$ cat config.mk
export PLATFORM = sky130hd
export DESIGN_NAME = regfile_mp
export DESIGN_NICKNAME = d
export VERILOG_FILES = /design/src/rtl/regfile_mp.sv
export SDC_FILE = /design/constraint.sdc
export NUM_CORES = 2
export LEC_CHECK = 0
export ABC_AREA = 0
export CAP_MARGIN = 20
export CORE_AREA = 2 2 349 351
export CTS_CLUSTER_SIZE = 20
export DETAILED_ROUTE_END_ITERATION = 7
export DIE_AREA = 0 0 351 353
export PLACE_DENSITY = 0.72
export SLEW_MARGIN = 20
export SYNTH_ARGS = -nofsm -noshare
export SYNTH_HDL_FRONTEND = slang
export SYNTH_SLANG_ARGS = --single-unit
export TNS_END_PERCENT = 20
$ cat constraint.sdc
create_clock -name i_clk -period 11.8 [get_ports i_clk]
set_input_delay 3.54 -clock i_clk [delete_from_list [all_inputs] [get_ports i_clk]]
set_output_delay 3.54 -clock i_clk [all_outputs]
set_load 0.02 [all_outputs]
$ cat src/rtl/regfile_mp.sv
// Multi-port register file for the decode stage of the pipelined MIPS core.
// Two write ports (port 1 has priority per byte), NRD read ports, optional
// write-through bypass, hardwired-zero register 0 and registered read data.
module regfile_mp #(
    parameter int DATA_W   = 32,
    parameter int ADDR_W   = 5,
    parameter int NRD      = 2,
    parameter int ZERO_REG = 1,
    parameter int BYPASS   = 1,
    parameter int READ_REG = 0
) (
    input  logic                    i_clk,
    input  logic                    i_rst_n,
    input  logic [NRD*ADDR_W-1:0]   i_raddr,
    output logic [NRD*DATA_W-1:0]   o_rdata,
    input  logic                    i_we0,
    input  logic [ADDR_W-1:0]       i_waddr0,
    input  logic [DATA_W-1:0]       i_wdata0,
    input  logic [DATA_W/8-1:0]     i_wbe0,
    input  logic                    i_we1,
    input  logic [ADDR_W-1:0]       i_waddr1,
    input  logic [DATA_W-1:0]       i_wdata1,
    input  logic [DATA_W/8-1:0]     i_wbe1,
    output logic                    o_wr_conflict
);

    localparam int DEPTH  = 1 << ADDR_W;
    localparam int NBYTES = DATA_W / 8;

    logic [DATA_W-1:0]     mem [DEPTH];
    logic                  wr0_en;
    logic                  wr1_en;
    logic [NRD*DATA_W-1:0] comb_rdata;
    logic [ADDR_W-1:0]     rd_addr;
    logic [DATA_W-1:0]     rd_word;

    // Writes to register 0 are dropped when it is hardwired to zero.
    assign wr0_en = i_we0 && !((ZERO_REG != 0) && (i_waddr0 == '0));
    assign wr1_en = i_we1 && !((ZERO_REG != 0) && (i_waddr1 == '0));

    // Byte-masked storage update; port 1 is applied last so it wins shared bytes.
    // NOTE: the array is built from flops, so it can and must be cleared by the async reset.
    always_ff @(posedge i_clk or negedge i_rst_n) begin
        if (!i_rst_n) begin
            for (int i = 0; i < DEPTH; i++) begin
                mem[i] <= '0;
            end
        end else begin
            for (int b = 0; b < NBYTES; b++) begin
                if (wr0_en && i_wbe0[b]) begin
                    mem[i_waddr0][b*8 +: 8] <= i_wdata0[b*8 +: 8];
                end
            end
            // NOTE: with non-blocking assignments the last one to the same bits wins, giving port 1 priority.
            for (int b = 0; b < NBYTES; b++) begin
                if (wr1_en && i_wbe1[b]) begin
                    mem[i_waddr1][b*8 +: 8] <= i_wdata1[b*8 +: 8];
                end
            end
        end
    end

    // Combinational read with optional same-cycle forwarding of the merged write value.
    always_comb begin
        // NOTE: every variable gets a default up front so no latch can be inferred.
        comb_rdata = '0;
        rd_addr    = '0;
        rd_word    = '0;
        for (int k = 0; k < NRD; k++) begin
            rd_addr = i_raddr[k*ADDR_W +: ADDR_W];
            rd_word = mem[rd_addr];
            if (BYPASS != 0) begin
                for (int b = 0; b < NBYTES; b++) begin
                    if (i_we1 && (i_waddr1 == rd_addr) && i_wbe1[b]) begin
                        rd_word[b*8 +: 8] = i_wdata1[b*8 +: 8];
                    end else if (i_we0 && (i_waddr0 == rd_addr) && i_wbe0[b]) begin
                        rd_word[b*8 +: 8] = i_wdata0[b*8 +: 8];
                    end
                end
            end
            if ((ZERO_REG != 0) && (rd_addr == '0)) begin
                rd_word = '0;
            end
            comb_rdata[k*DATA_W +: DATA_W] = rd_word;
        end
    end

    generate
        if (READ_REG != 0) begin : g_rreg
            logic [NRD*DATA_W-1:0] rdata_q;

            // Capture whatever the combinational path shows, one cycle of latency.
            always_ff @(posedge i_clk or negedge i_rst_n) begin
                if (!i_rst_n) begin
                    rdata_q <= '0;
                end else begin
                    rdata_q <= comb_rdata;
                end
            end

            assign o_rdata = rdata_q;
        end else begin : g_rcomb
            assign o_rdata = comb_rdata;
        end
    endgenerate

    // Flag a same-address dual write on the following cycle (counts even for address 0).
    always_ff @(posedge i_clk or negedge i_rst_n) begin
        if (!i_rst_n) begin
            o_wr_conflict <= 1'b0;
        end else begin
            o_wr_conflict <= i_we0 && i_we1 && (i_waddr0 == i_waddr1);
        end
    end

endmodule
==> results_dict.tcl <==
set metrics [dict create \
    status "complete, no violations" \
    yosys_warnings 0 \
    crit_arrival_ns 7.54 \
    ys_seq_area_frac 0.390 \
    clk_latency_ns 0.75 \
    worst-path-buf-inv 2 \
    critical_path.max_stage_delay_ns 0.87 \
    path_cells "clkdlybuf4s50_1 -> xor2_1 -> nor4_2 -> and3_1 -> a2111oi_0 -> a21boi_0 -> nor3_1 -> clkdlybuf4s50_1" \
    dieArea_sq_um 124000 \
    max_freq_mhz 90.3 \
    hold_buffers 0 \
    gp_congestion 0.979 \
    ios 161 \
    syn_nets 6211 \
    drc 0 \
    synth_cells 6115 \
    min_path_type "register to register" \
    layout_commonest_cell "mux2i_1" \
    p_per_area_nw_per_um2 173 \
    min_path_cells 0 \
    grt_overflow 0 \
    critPathRequiredTime_ns 8.26 \
    dp_hpwl_mm 153 \
    reg2regPathDepth 2 \
    syn_to_final_growth_pct 9.23 \
    wire_per_inst_um 30.3 \
    final_cell_mix "mux2i_1, nor2_1, a21oi_1" \
    hold_start "mem[1009]$_DFF_PN0_" \
    seq_area_sq_um 25600 \
    start_util 0.546 \
    row_count 128 \
    drv_slew 0 \
    grt_pass1_wl_mm 342 \
    die_width_um 351 \
    cp_top_family "simple AND/OR/NAND/NOR gates" \
    crit_path_end_kind "primary output" \
    cts_buffer_depth 3 \
    post-route-period-util 0.939 \
    fin_util 0.596 \
    fillerInstances 9847 \
    first_pass_iters 6 \
    maxCapViolations 0 \
    hold_viol_final 0 \
    rsz0062_at_grt "false" \
    antenna_found_initial 17 \
    worst_path_max_delay_cell "nor4_2" \
    path_class "primary input to primary output" \
    ctsHtreeMaxLevel 3 \
    grt_max_degree 182 \
    synthArstFlopShare 1.00 \
    dieHeight_um 353 \
    fin_tns_setup_ns 0 \
    clk_pin_slew_ns 0.06 \
    skew_ns 0 \
    syn-cell-area_sq_um 65800 \
    vias 52500 \
    crit_fanout 7 \
    vias_per_cell 6.87 \
    yosysUniqueCellTypes 65 \
    hold_end "mem[1009]$_DFF_PN0_" \
    worst_pin_slew_ns 1.34 \
    totalWireLength_mm 231 \
    ant_nets 0 \
    setup_viol 0 \
    track_usage 0.372 \
    cts_root_buf "clkbuf_16" \
    leakage_uw 0.0274 \
    r2r_start "mem[397]$_DFF_PN0_" \
    ir_worst_vdd_uv 139 \
    synth_edf_count 0 \
    synth.avg_cell_area_sq_um 10.8 \
    multi_input_area_sq_um 37100 \
    drtIter0Drc 7191 \
    numCtsBuffers 114 \
    drive_above_1_share 0.175 \
    ctsResizeCount 0 \
    cts_setup_buffers 0 \
    ys.flop_type "dfrtp_1" \
    r2r-end "mem[397]$_DFF_PN0_" \
    critPathMostFrequentCell "clkdlybuf4s50_1" \
    fin_crit_ns 11.08 \
    slew_headroom 0.102 \
    cts_tree "built" \
    grt_pass1_vias 50700 \
    rrSetupSlack_ns 10.95 \
    cp-start-kind "primary input" \
    core_sq_um 121000 \
    layout.nets 6005 \
    port_buffers 160 \
    clkSinkCount 1025 \
    ys_ff_latch 1025 \
]
-- per-stage QoR --
| step | hold WS (ns) | cells | cell area [sq um] | worst slack (ns) | power, uW |
|---|---|---|---|---|---|
| after floorplan | 0.441 | 6115 | 65800 | 2.47 | 7390 |
| after global placement | 0.377 | 7415 | 67800 | 1.00 | 8390 |
| after detailed placement | 0.383 | 7416 | 67800 | 1.03 | 8550 |
| after CTS | 0.397 | 7628 | 71800 | 0.999 | 12400 |
| after global routing | 0.413 | 7630 | 71900 | 0.637 | 12900 |
| final | 0.397 | 7640 | 71900 | 0.725 | 12500 |
-- worst reg2reg max path, cell delays in order (launching register included) --
cell and delay (ns):
dfrtp_1 0.40, mux2i_1 0.19, a21oi_1 0.11
-- cell usage after synthesis, types with 29 or more instances --
cell type,number,area share
buf_2,223,0.017
buf_1,83,0.0047
a221o_1,49,0.0075
dfrtp_1,1025,0.39
nand2_1,186,0.011
o22ai_1,51,0.0048
nor2_2,123,0.012
clkbuf_1,276,0.016
mux2i_1,1130,0.17
a21oi_1,1046,0.080
nor2b_1,29,0.0028
mux4_2,546,0.19
nor2_1,1082,0.062
-- sequential cells by signal, summed over array words and instances (netlist names) --
register       flops
mem             1024
o_wr_conflict      1
-- layout make-up --
cell class | count | share of cell area
well taps | 1625 | 0.0283
multi-input cells | 4442 | 0.516
diodes | 10 | 0.000348
clock buffers | 170 | 0.0480
flip-flops and latches | 1025 | 0.357
inverters | 5 | 0.000261
clock inverters | 42 | 0.00790
repair buffers | 321 | 0.0419
-- logic make-up after synthesis --
| group | synth area share |
|---|---|
| muxes | 0.364 |
| and+or+nand+nor | 0.0948 |
| AOI/OAI and AO/OA | 0.102 |
| DFF | 0.390 |
| buffers and inverters | 0.0466 |
| xor gates and xnor gates | 0.00333 |
-- routing by layer --
| metal | vias to the layer above | part of all wire | GRT usage |
|---|---|---|---|
| li1 | 22000 | - | - |
| met1 | 26200 | 0.36 | 0.484 |
| met2 | 3573 | 0.44 | 0.549 |
| met3 | 727 | 0.14 | 0.142 |
| met4 | 32 | 0.055 | 0.176 |
| met5 | - | 0.0012 | 0.00424 |
-- worst max-delay path by stage --
stage               slack, ns  cells past startpoint          end   startpoint
global route             0.64                      8  o_rdata[32]  i_waddr1[4]
CTS                       1.0                      8  o_rdata[32]  i_waddr1[3]
floorplan                2.47                     10  o_rdata[14]   i_raddr[0]
global placement         1.00                      8  o_rdata[32]  i_waddr1[3]
finish                   0.72                      8  o_rdata[32]  i_waddr1[4]
detailed placement       1.03                      8  o_rdata[32]  i_waddr1[4]
-- power breakdown --
part	total (uW)	switching, uW	internal (uW)
clock	3850	1580	2270
sequential	5160	734	4420
combinational	3460	1640	1820
Note: power is estimated with default switching activity, not from simulation.
